File: src/rtl/deserializer_pkg.sv
// Shared types and defaults for the serial-to-parallel frame receiver.
package deserializer_pkg;

  typedef enum logic {
    IDLE  = 1'b0,
    SHIFT = 1'b1
  } state_t;

  localparam int DEFAULT_WIDTH = 32;

endpackage

File: src/rtl/deserializer.sv
// MSB-first frame deserializer with a one-deep output holding register,
// a self-test signature compare, and overflow/abort reporting.
module deserializer
  import deserializer_pkg::*;
#(
  parameter int WIDTH = DEFAULT_WIDTH
) (
  input  logic             clk,
  input  logic             rst,
  input  logic             start,
  input  logic             serial_in,
  input  logic             data_ready,
  input  logic [WIDTH-1:0] exp_data,
  output logic [WIDTH-1:0] data_out,
  output logic             data_valid,
  output logic             match,
  output logic             overflow,
  output logic             frame_err,
  output logic             busy
);

  localparam int CW = $clog2(WIDTH);

  if (WIDTH < 2) begin : g_bad_width
    $error("deserializer: WIDTH must be at least 2");
  end

  state_t           state;
  logic [CW-1:0]    cnt;
  // Only WIDTH-1 bits are stored: the final bit is taken straight from
  // serial_in on the completing edge.
  logic [WIDTH-2:0] sreg;
  logic [WIDTH-1:0] word;
  logic             done;

  assign word = {sreg, serial_in};
  assign done = (state == SHIFT) && !start && (cnt == '0);

  always_ff @(posedge clk or posedge rst) begin
    if (rst) begin
      state      <= IDLE;
      cnt        <= '0;
      sreg       <= '0;
      data_out   <= '0;
      data_valid <= 1'b0;
      match      <= 1'b0;
      overflow   <= 1'b0;
      frame_err  <= 1'b0;
      busy       <= 1'b0;
    end else begin
      frame_err <= 1'b0;

      case (state)
        IDLE: begin
          if (start) begin
            state <= SHIFT;
            busy  <= 1'b1;
            sreg  <= (WIDTH-1)'(serial_in);
            cnt   <= CW'(WIDTH - 2);
          end
        end
        SHIFT: begin
          // A strobe mid-frame wins over completion, even on the bit-0 edge.
          if (start) begin
            frame_err <= 1'b1;
            sreg      <= (WIDTH-1)'(serial_in);
            cnt       <= CW'(WIDTH - 2);
          end else begin
            sreg <= word[WIDTH-2:0];
            cnt  <= cnt - 1'b1;
            if (cnt == '0) begin
              state <= IDLE;
              busy  <= 1'b0;
            end
          end
        end
        default: begin
          state <= IDLE;
          busy  <= 1'b0;
        end
      endcase

      if (done) begin
        if (!data_valid || data_ready) begin
          data_out   <= word;
          match      <= (word == exp_data);
          data_valid <= 1'b1;
        end else begin
          overflow <= 1'b1;
        end
      end else if (data_valid && data_ready) begin
        data_valid <= 1'b0;
      end
    end
  end

endmodule

File: config.mk
export PLATFORM = sky130hd
export DESIGN_NAME = deserializer
export DESIGN_NICKNAME = d
export VERILOG_FILES = /design/src/rtl/deserializer_pkg.sv /design/src/rtl/deserializer.sv
export SDC_FILE = /design/constraint.sdc
export NUM_CORES = 1
export LEC_CHECK = 0
export ABC_AREA = 1
export ABC_CLOCK_PERIOD_IN_PS = 8300
export BUFFER_PORTS_ARGS = -buffer_cell sky130_fd_sc_hd__buf_2
export CAP_MARGIN = 20
export CORE_UTILIZATION = 58
export DETAILED_ROUTE_END_ITERATION = 8
export PLACE_DENSITY = 0.88
export SLEW_MARGIN = 20
export SYNTH_ARGS = -nofsm -noshare
export SYNTH_HDL_FRONTEND = slang
export SYNTH_SLANG_ARGS = --single-unit
export TNS_END_PERCENT = 30
File: constraint.sdc
create_clock -name clk -period 8.3 [get_ports clk]
set_input_delay 2.49 -clock clk [delete_from_list [all_inputs] [get_ports clk]]
set_output_delay 2.49 -clock clk [all_outputs]
set_load 0.03 [all_outputs]
Word-level counts from Yosys, hierarchy flattened
Index checks and enable logic that the tools add are counted.
- flip-flop bits (word level): 74
- output and inout bits: 37
- logic and storage cells: 47
- add/subtract/negate cells: 1
- equality and inequality tests: 5
- muxes and demuxes: 18
- bitwise logic cells: 2
- reduce and logical (&&, ||, !) cells: 12
- operator list (kind ; number):
    $mux W31 ; 2
    $pmux W31 S2 ; 1
    $eq A32 B32 Y1 ; 1
    $mux W1 ; 10
    $mux W5 ; 2
    $pmux W5 S2 ; 1
    $reduce_and A2 Y1 ; 3
    $logic_not A5 Y1 ; 1
    $sub A5 B1 Y5 const B ; 1
    $ne A2 B1 Y1 const B ; 2
    $ne A2 B2 Y1 const B ; 2
    $pmux W1 S2 ; 2
    $logic_and A1 B1 Y1 ; 3
    $reduce_and A3 Y1 ; 1
    $logic_not A1 Y1 ; 2
    $not A1 Y1 ; 2
    $reduce_bool A2 Y1 ; 1
    $logic_or A1 B1 Y1 ; 1

Longest topological paths before layout
Gate-level depths: netlist of the first run.
- word-level depth: 5
- depth in mapped cells: 8
- depth with buffers taken out: 8

Worst setup path before layout of the first run
OpenSTA, ideal clock, no wires.
- path type: input port to flip-flop
- start: input start
- end: register data_out[20]
- library setup time: 0.120 ns
- arrival time: 3.160 ns
- data required time: 8.180 ns
- setup slack: 5.020 ns
- stages: 6
- path buffers: 2
- path through: nor2_4 > nand4_4 > buf_6 > buf_6 > nand2_1 > o21ai_2
- word-level cells in the longest chain between the ends: 4
- ends and longest elaborated chain (element ; RTL line ; RTL):
    from (decl) ; deserializer.sv:10 ; input logic start,
    $logic_not A1 Y1 ; deserializer.sv:37 ; assign done = (state == SHIFT) && !start && (cnt == '0);
    $logic_and A1 B1 Y1 (2 in series) ; deserializer.sv:37 ;
    $reduce_and A2 Y1 (no line) ; -- ;
    to (signal assigned) ; deserializer.sv:85 ; data_out <= word;
    to (decl) ; deserializer.sv:14 ; output logic [WIDTH-1:0] data_out,
No other way between the ends.
A chain may end at the register's enable or synchronous reset.

Worst setup path after layout of the first run
- start: input start
- end: register state
- word-level cells in the longest chain between the ends: 2
- elaborated cells on any way between the ends: 3
- those cells by class: mux: 3
- ends and longest elaborated chain (element ; RTL line ; RTL):
    $mux W1 (on tied branches) ; deserializer.sv:64, deserializer.sv:55 ;
    $pmux W1 S2 * ; deserializer.sv:53 ; case (state)
    to (signal assigned) ; deserializer.sv:56 ; state <= SHIFT;
    to (signal assigned) ; deserializer.sv:72 ; state <= IDLE;
    to (signal assigned) ; deserializer.sv:78 ; state <= IDLE;
    to (decl) ; deserializer.sv:28 ; state_t state;
Every way passes the cells marked *; elsewhere a longest branch is shown, timed or not.

==> flow_metrics.tcl, run 1 <==
set metrics [dict create \
    cp.depth 5 \
    setup.worst_path.start "start" \
    drt-initial-drc-count 293 \
    synthFlopType "dfrtp_1" \
    clockBufferDepth 2 \
    worstSkewPairLatency_ns 0.35 \
    hold_depth 1 \
    cts_tree "yes" \
    dp_hpwl_um 4890 \
    synthArstFlopShare 1.00 \
    areaGrowthSynthToFinish_pct 18.9 \
    totalPowerFinal_w 0.000746 \
    p_leak_nw 2.13 \
    numPortBuffers 73 \
    synth_cell_types 24 \
    cts_buffers 9 \
    cp_slowest_cell "inv_1" \
    clock.fmax_mhz 278 \
    r2r_start "cnt[0]$_DFFE_PP0P_" \
    regArea_mm2 0.00185 \
    pre_cts_slack_ns 4.17 \
    grtUsageTotal 0.258 \
    drcViolationCount 0 \
    synth-seq-cells 74 \
    finalCritPeriodShare 0.433 \
    die_y_um 77.9 \
    clockRootBuffer "clkbuf_8" \
    dr.pass1.iters 4 \
    clkSinkCount 74 \
    r2r_cells 8 \
    synth_nets 419 \
    holdCritPathClass "reg -> reg" \
    final-max-slew-violation-count 0 \
    grt-ovfl-total 0 \
    outcome "complete, no violations" \
    crit_chain "buf_2, nor2_1, inv_1, o21ai_0, inv_1" \
    whs_ns 0.475 \
    drt_wl_total_um 7290 \
    min_from "overflow$_DFFE_PP0P_" \
    nFillCells 403 \
    critPathBufInv 3 \
    hold_violations 0 \
    synth_edf_count 0 \
    drive_gt1_frac 0.236 \
    diodes 0 \
    pin_count 74 \
    ys.warnings.count 0 \
    end_kind "register" \
    max-slew-margin-rel 0.311 \
    grt_pass1_vias 2558 \
    timing.final.crit_period_ns 3.59 \
    htreeDepth 3 \
    vias_per_cell 5.22 \
    clk_pin_slew_ns 0.08 \
    die_area_mm2 0.00607 \
    skew_ns 0.0109 \
    start_kind "input pin" \
    critPathKind "in -> reg" \
    tightest_slew_ns 1.03 \
    maxCapViolCount 0 \
    path_max_fanout 32 \
    wl_per_cell_um 13.7 \
    ir_drop_mv 0.113 \
    row_count 27 \
    postRouteAntennaNets 0 \
    finalSetupViolCount 0 \
    place_inst 514 \
    netlist_instances 381 \
    p_per_area_mw_per_mm2 188 \
    rsz0062_at_grt "no" \
    grt_start_max_net_pins 75 \
    cp_data_arrival_time_ns 3.88 \
    fin_cells 530 \
    syn_avg_cell_area_um2 8.77 \
    finalSetupTns_ns 0 \
    hold_buffers 0 \
    die-width_um 77.9 \
    core_mm2 0.00554 \
    crit_top_cell "inv_1" \
    max_stage_delay_ns 0.77 \
    grt_pass1_wl_um 11700 \
    nets 492 \
    post-cts-setup-buffer-count 0 \
    fin_ws_ns 4.71 \
    multiInputGateArea_mm2 0.00115 \
    initial_utilization 0.603 \
    synthesis.area_mm2 0.00334 \
    seq_area_frac_synth 0.554 \
    critical_path.top_delay_family "buffers and inverters" \
    gp_congestion 0.917 \
    critPathRequiredTime_ns 8.59 \
    cts_resized 0 \
    num_vias 2767 \
    antenna_found_initial 0 \
]
-- per-layer routing --
| metal | global-route usage | share of wire |
|---|---|---|
| met3 | 0.0553 | 0.051 |
| met1 | 0.345 | 0.43 |
| met4 | 0.109 | 0.016 |
| met5 | 0 | 0 |
| met2 | 0.408 | 0.50 |
-- where the power goes --
group | internal, W | switching [W]
Clock | 0.000206 | 0.000129
Combinational | 0.0000164 | 0.0000294
Sequential | 0.000364 | 0.00000259
Total | 0.000586 | 0.000161
-- logic make-up (layout without fill, tap and decap cells) --
kind of cell	after synthesis	after routing	synth area share
fa+ha+maj	1	1	0.00374
simple gates	141	141	0.172
buf+inv	79	156	0.102
xor+xnor	9	9	0.0236
flops	74	74	0.554
compound gates	77	77	0.144
-- area by class of cell --
cell class                 count  share of cell area
sequential                    74               0.466
timing repair buffer          75              0.0989
inverter                      66              0.0624
tap                           72              0.0227
clock buffer                  10              0.0347
multi-input combinational    228               0.289
clock inverter                 5              0.0258
-- synthesized netlist by cell type (3+ instances only) --
cell | n | share of area
inv_1 | 64 | 0.072
nand2_1 | 111 | 0.12
clkbuf_1 | 3 | 0.0034
o22ai_1 | 30 | 0.056
o21ai_2 | 12 | 0.031
buf_2 | 5 | 0.0075
o21ai_1 | 18 | 0.027
nor2_1 | 23 | 0.026
buf_6 | 5 | 0.017
xor2_1 | 9 | 0.024
nand3_1 | 3 | 0.0045
o21ai_0 | 10 | 0.015
dfrtp_1 | 74 | 0.55
-- sequential cells by signal (all words and copies together) (netlist names) --
| register | cells |
|---|---|
| match | 1 |
| data_out | 32 |
| overflow | 1 |
| sreg | 31 |
| state | 1 |
| frame_err | 1 |
| data_valid | 1 |
| cnt | 5 |
| busy | 1 |
-- final timing paths --
kind	endpoint	slack, ns
worst min-delay path	overflow$_DFFE_PP0P_	0.47
worst min register to register	overflow$_DFFE_PP0P_	0.47
min in group asynchronous	cnt[1]$_DFFE_PP0P_	2.40
worst max-delay path	state$_DFF_PP0_	4.71
worst max register to register	match$_DFFE_PP0P_	6.41
max in group asynchronous	data_out[30]$_DFFE_PP0P_	5.28
-- stage by stage --
step	utilization	cell area (µm²)
final	0.717	3970
after global routing	0.717	3970
after CTS	0.713	3950
after detailed placement	0.670	3710
after global placement	0.670	3710
after floorplan	-	3340
-- worst register-to-register path, stage by stage, from the launching register on --
cell,delay [ns]
dfrtp_1,0.37
inv_1,0.11
ha_1,0.19
nor3b_4,0.28
nand4_4,0.28
buf_12,0.29
nand2_1,0.09
inv_1,0.03
o21bai_1,0.14
-- cell usage in the layout (no fill, tap or decap) --
cell type,count
nand2_1,111
dfrtp_1,74
buf_2,73
inv_1,63
o22ai_1,30
nor2_1,23
o21ai_1,18
o21ai_2,12
o21ai_0,10
clkbuf_8,10
xor2_1,9
nand3_1,3
bufinv_16,3
inv_2,2
a22oi_1,2
a21oi_1,2
o21bai_1,2
nor3b_4,1
nor2_4,1
nand4_4,1
or2_2,1
a32oi_1,1
clkinv_1,1
ha_1,1
clkinvlp_4,1
clkinv_2,1
buf_12,1
buf_4,1
Power figures use the tool's default switching activity.
==> run 2: changes to the inputs <==
--- a/config.mk
+++ b/config.mk
@@ -5,13 +5,13 @@
 export SDC_FILE = /design/constraint.sdc
 export NUM_CORES = 1
 export LEC_CHECK = 0
-export ABC_AREA = 1
-export ABC_CLOCK_PERIOD_IN_PS = 8300
+export ABC_AREA = 0
+export ABC_CLOCK_PERIOD_IN_PS = 3300
 export BUFFER_PORTS_ARGS = -buffer_cell sky130_fd_sc_hd__buf_2
 export CAP_MARGIN = 20
-export CORE_UTILIZATION = 58
+export CORE_UTILIZATION = 49
 export DETAILED_ROUTE_END_ITERATION = 8
-export PLACE_DENSITY = 0.88
+export PLACE_DENSITY = 0.79
 export SLEW_MARGIN = 20
 export SYNTH_ARGS = -nofsm -noshare
 export SYNTH_HDL_FRONTEND = slang
==> constraint.sdc (replaced) <==
create_clock -name clk -period 3.3 [get_ports clk]
set_input_delay 0.99 -clock clk [delete_from_list [all_inputs] [get_ports clk]]
set_output_delay 0.99 -clock clk [all_outputs]
set_load 0.03 [all_outputs]
==> run 2 against run 1 <==
The flow now finishes with violations (DRC); total power increased by 130%; sequential power increased to 2.5 times the previous value; critical path type unchanged; worst hold slack improved by 0.017 ns; via count decreased by 23%; die area increased by 19%; register-to-register slack got worse by 5.3 ns; sequential share of layout area decreased by 0.20 points; largest cell class unchanged; synthesized area increased by 0.75%; clock power increased by 110%.
==> flow_metrics.tcl, run 2 <==
set metrics [dict create \
    worstSkewPairLatency_ns 0.36 \
    synthTopCellsByArea "dfrtp_1, mux2_4, xnor2_1" \
    die_y_um 84.9 \
    tightest_slew_ns 0.713 \
    clockRootBuffer "clkbuf_8" \
    skew_ns 0.0126 \
    whs_ns 0.491 \
    top_register "data_out" \
    drcViolationCount 6 \
    most-common-layout-cells "dfrtp_1, buf_2, xnor2_1" \
    pre_cts_slack_ns 0.680 \
    vias_per_cell 5.16 \
    num_vias 2143 \
    synth_cell_types 27 \
    cts_buffers 9 \
    ir_drop_mv 0.224 \
    critPathRequiredTime_ns 3.54 \
    drt-initial-drc-count 123 \
    start_kind "input pin" \
    htreeDepth 3 \
    seqPwrFrac 0.535 \
    ys.warnings.count 0 \
    totalPowerFinal_w 0.00173 \
    synth.top_cell.area_share 0.550 \
    holdCritPathClass "reg -> reg" \
    violations "DRC" \
    cts_resized 0 \
    combPwrFrac 0.060 \
    nets 371 \
    synth_nets 294 \
    netlist_instances 256 \
    placed_cell_area_mm2 0.00380 \
    syn_avg_cell_area_um2 13.1 \
    seq_area_frac_synth 0.550 \
    postRouteAntennaNets 0 \
    outcome "finished with violations" \
    intPower_w 0.00133 \
    p_leak_nw 2.19 \
    dr.pass1.iters 7 \
    synth_most_common_cell "dfrtp_1" \
    finalSetupTns_ns 0 \
    row_count 29 \
    cts_tree "yes" \
    post-cts-setup-buffer-count 0 \
    fin_ws_ns 1.06 \
    wl_per_cell_um 16.5 \
    largestRegisters "data_out: 32 flops, sreg: 31 flops, cnt: 5 flops" \
    timing.final.crit_period_ns 2.24 \
    antenna_found_initial 0 \
    switchingPower_w 0.000401 \
    grt_pass1_wl_um 11000 \
    initial_utilization 0.518 \
    pin_count 74 \
    end_kind "register" \
    synth_commonest_cells "dfrtp_1, xnor2_1, nor2_1, mux2i_1, mux2_4" \
    p_per_area_mw_per_mm2 433 \
    gp_congestion 0.768 \
    worst_hold_path.endpoint "data_out[14]$_DFFE_PP0P_" \
    synthFlopType "dfrtp_1" \
    nFillCells 501 \
    r2r_slack_ns 1.16 \
    clk_pin_slew_ns 0.08 \
    grtUsageTotal 0.208 \
    hold_depth 1 \
    drt_wl_total_um 6860 \
    rsz0062_at_grt "no" \
    die_area_mm2 0.00720 \
    die-width_um 84.9 \
    grt-ovfl-total 0 \
    core_mm2 0.00649 \
    areaGrowthSynthToFinish_pct 18.6 \
    cp_data_arrival_time_ns 2.48 \
    hold_violations 0 \
    drive_gt1_frac 0.373 \
    largest_reg_flops 32 \
    finalCritPeriodShare 0.679 \
    diodes 0 \
    grt_start_max_net_pins 43 \
    critPathKind "in -> reg" \
    swShare 0.232 \
    synth-seq-cells 74 \
    final-max-slew-violation-count 0 \
    synth_edf_count 0 \
    numPortBuffers 73 \
    r2r_cells 6 \
    synthArstFlopShare 1.00 \
    min_from "data_out[14]$_DFFE_PP0P_" \
    grt_pass1_vias 2156 \
    p_clk_frac 0.405 \
    rr_endpoint "data_out[22]$_DFFE_PP0P_" \
    clkSinkCount 74 \
    finalSetupViolCount 0 \
    dp_hpwl_um 4700 \
    r2r_start "cnt[0]$_DFFE_PP0P_" \
    max-slew-margin-rel 0.524 \
    design_area_mm2 0.00399 \
    synth_area_leader_cell "dfrtp_1" \
    hold_buffers 0 \
    path_max_fanout 15 \
    synthesis.area_mm2 0.00337 \
    clock.fmax_mhz 446 \
    maxCapViolCount 0 \
    clockBufferDepth 2 \
]
run 2: cell count changes after synthesis, moves of 18 or more:
cell	delta
nand2_1	-99
inv_1	-60
xnor2_1	+35
mux2i_1	+30
o22ai_1	-30
mux2_4	+29
o21ai_1	-18
run 2: stage by stage:
step,cells,utilization
finish,415,0.615
global route,415,0.615
CTS,415,0.615
detailed placement,399,0.584
global placement,399,0.584
floorplan,256,-
run 2: how the worst max path moves through the flow:
stage,start,to,slack [ns]
2_1_floorplan,rst,busy$_DFFE_PP0P_,0.43
3_3_place_gp,start,data_out[21]$_DFFE_PP0P_,0.72
3_5_place_dp,start,data_out[22]$_DFFE_PP0P_,0.68
4_1_cts,start,data_out[22]$_DFFE_PP0P_,1.03
5_1_grt,start,data_out[22]$_DFFE_PP0P_,0.98
6_report,start,data_out[22]$_DFFE_PP0P_,1.06
run 2: final cells by class:
type | instances | area (µm²) | area share
well taps | 77 | 96.3 | 0.0241
flip-flops and latches | 74 | 1850 | 0.464
multi-input cells | 166 | 1420 | 0.355
repair buffers | 78 | 415 | 0.104
clock inverters | 5 | 53.8 | 0.0135
clock buffers | 11 | 141 | 0.0354
inverters | 4 | 15.0 | 0.00376
run 2: logic make-up after synthesis:
family	count (synthesis)	share of synthesized area
AO/OA/AOI/OAI	4	0.00781
XOR/XNOR	36	0.0937
adder cells (fa/ha/maj)	1	0.00372
buffers and inverters	16	0.0294
flip-flops	74	0.550
multiplexers	63	0.232
AND/OR/NAND/NOR	62	0.0833
run 2: power by group through the flow:
| stage | registers (W) | clock network [W] | logic, W |
|---|---|---|---|
| 4_1_cts | 0.000923 | 0.000713 | 0.000107 |
| 3_3_place_gp | 0.000940 | 0 | 0.000104 |
| 5_1_grt | 0.000924 | 0.000753 | 0.000117 |
| 3_5_place_dp | 0.000940 | 0 | 0.000105 |
| 2_1_floorplan | 0.000941 | 0 | 0.0000566 |
| 6_report | 0.000923 | 0.000699 | 0.000104 |
run 2: critical path, stage by stage:
cell     delay [ns]
buf_2          0.10
and3b_1        0.21
and3_2         0.48
buf_4          0.36
mux2_4         0.33
run 2: layer usage:
layer | routed length, µm | up-vias | track usage
li1 | - | 1016 | -
met1 | 3260 | 1043 | 0.278
met2 | 3120 | 70 | 0.316
met3 | 321 | 14 | 0.0632
met4 | 167 | 0 | 0.0894
met5 | 0 | - | 0
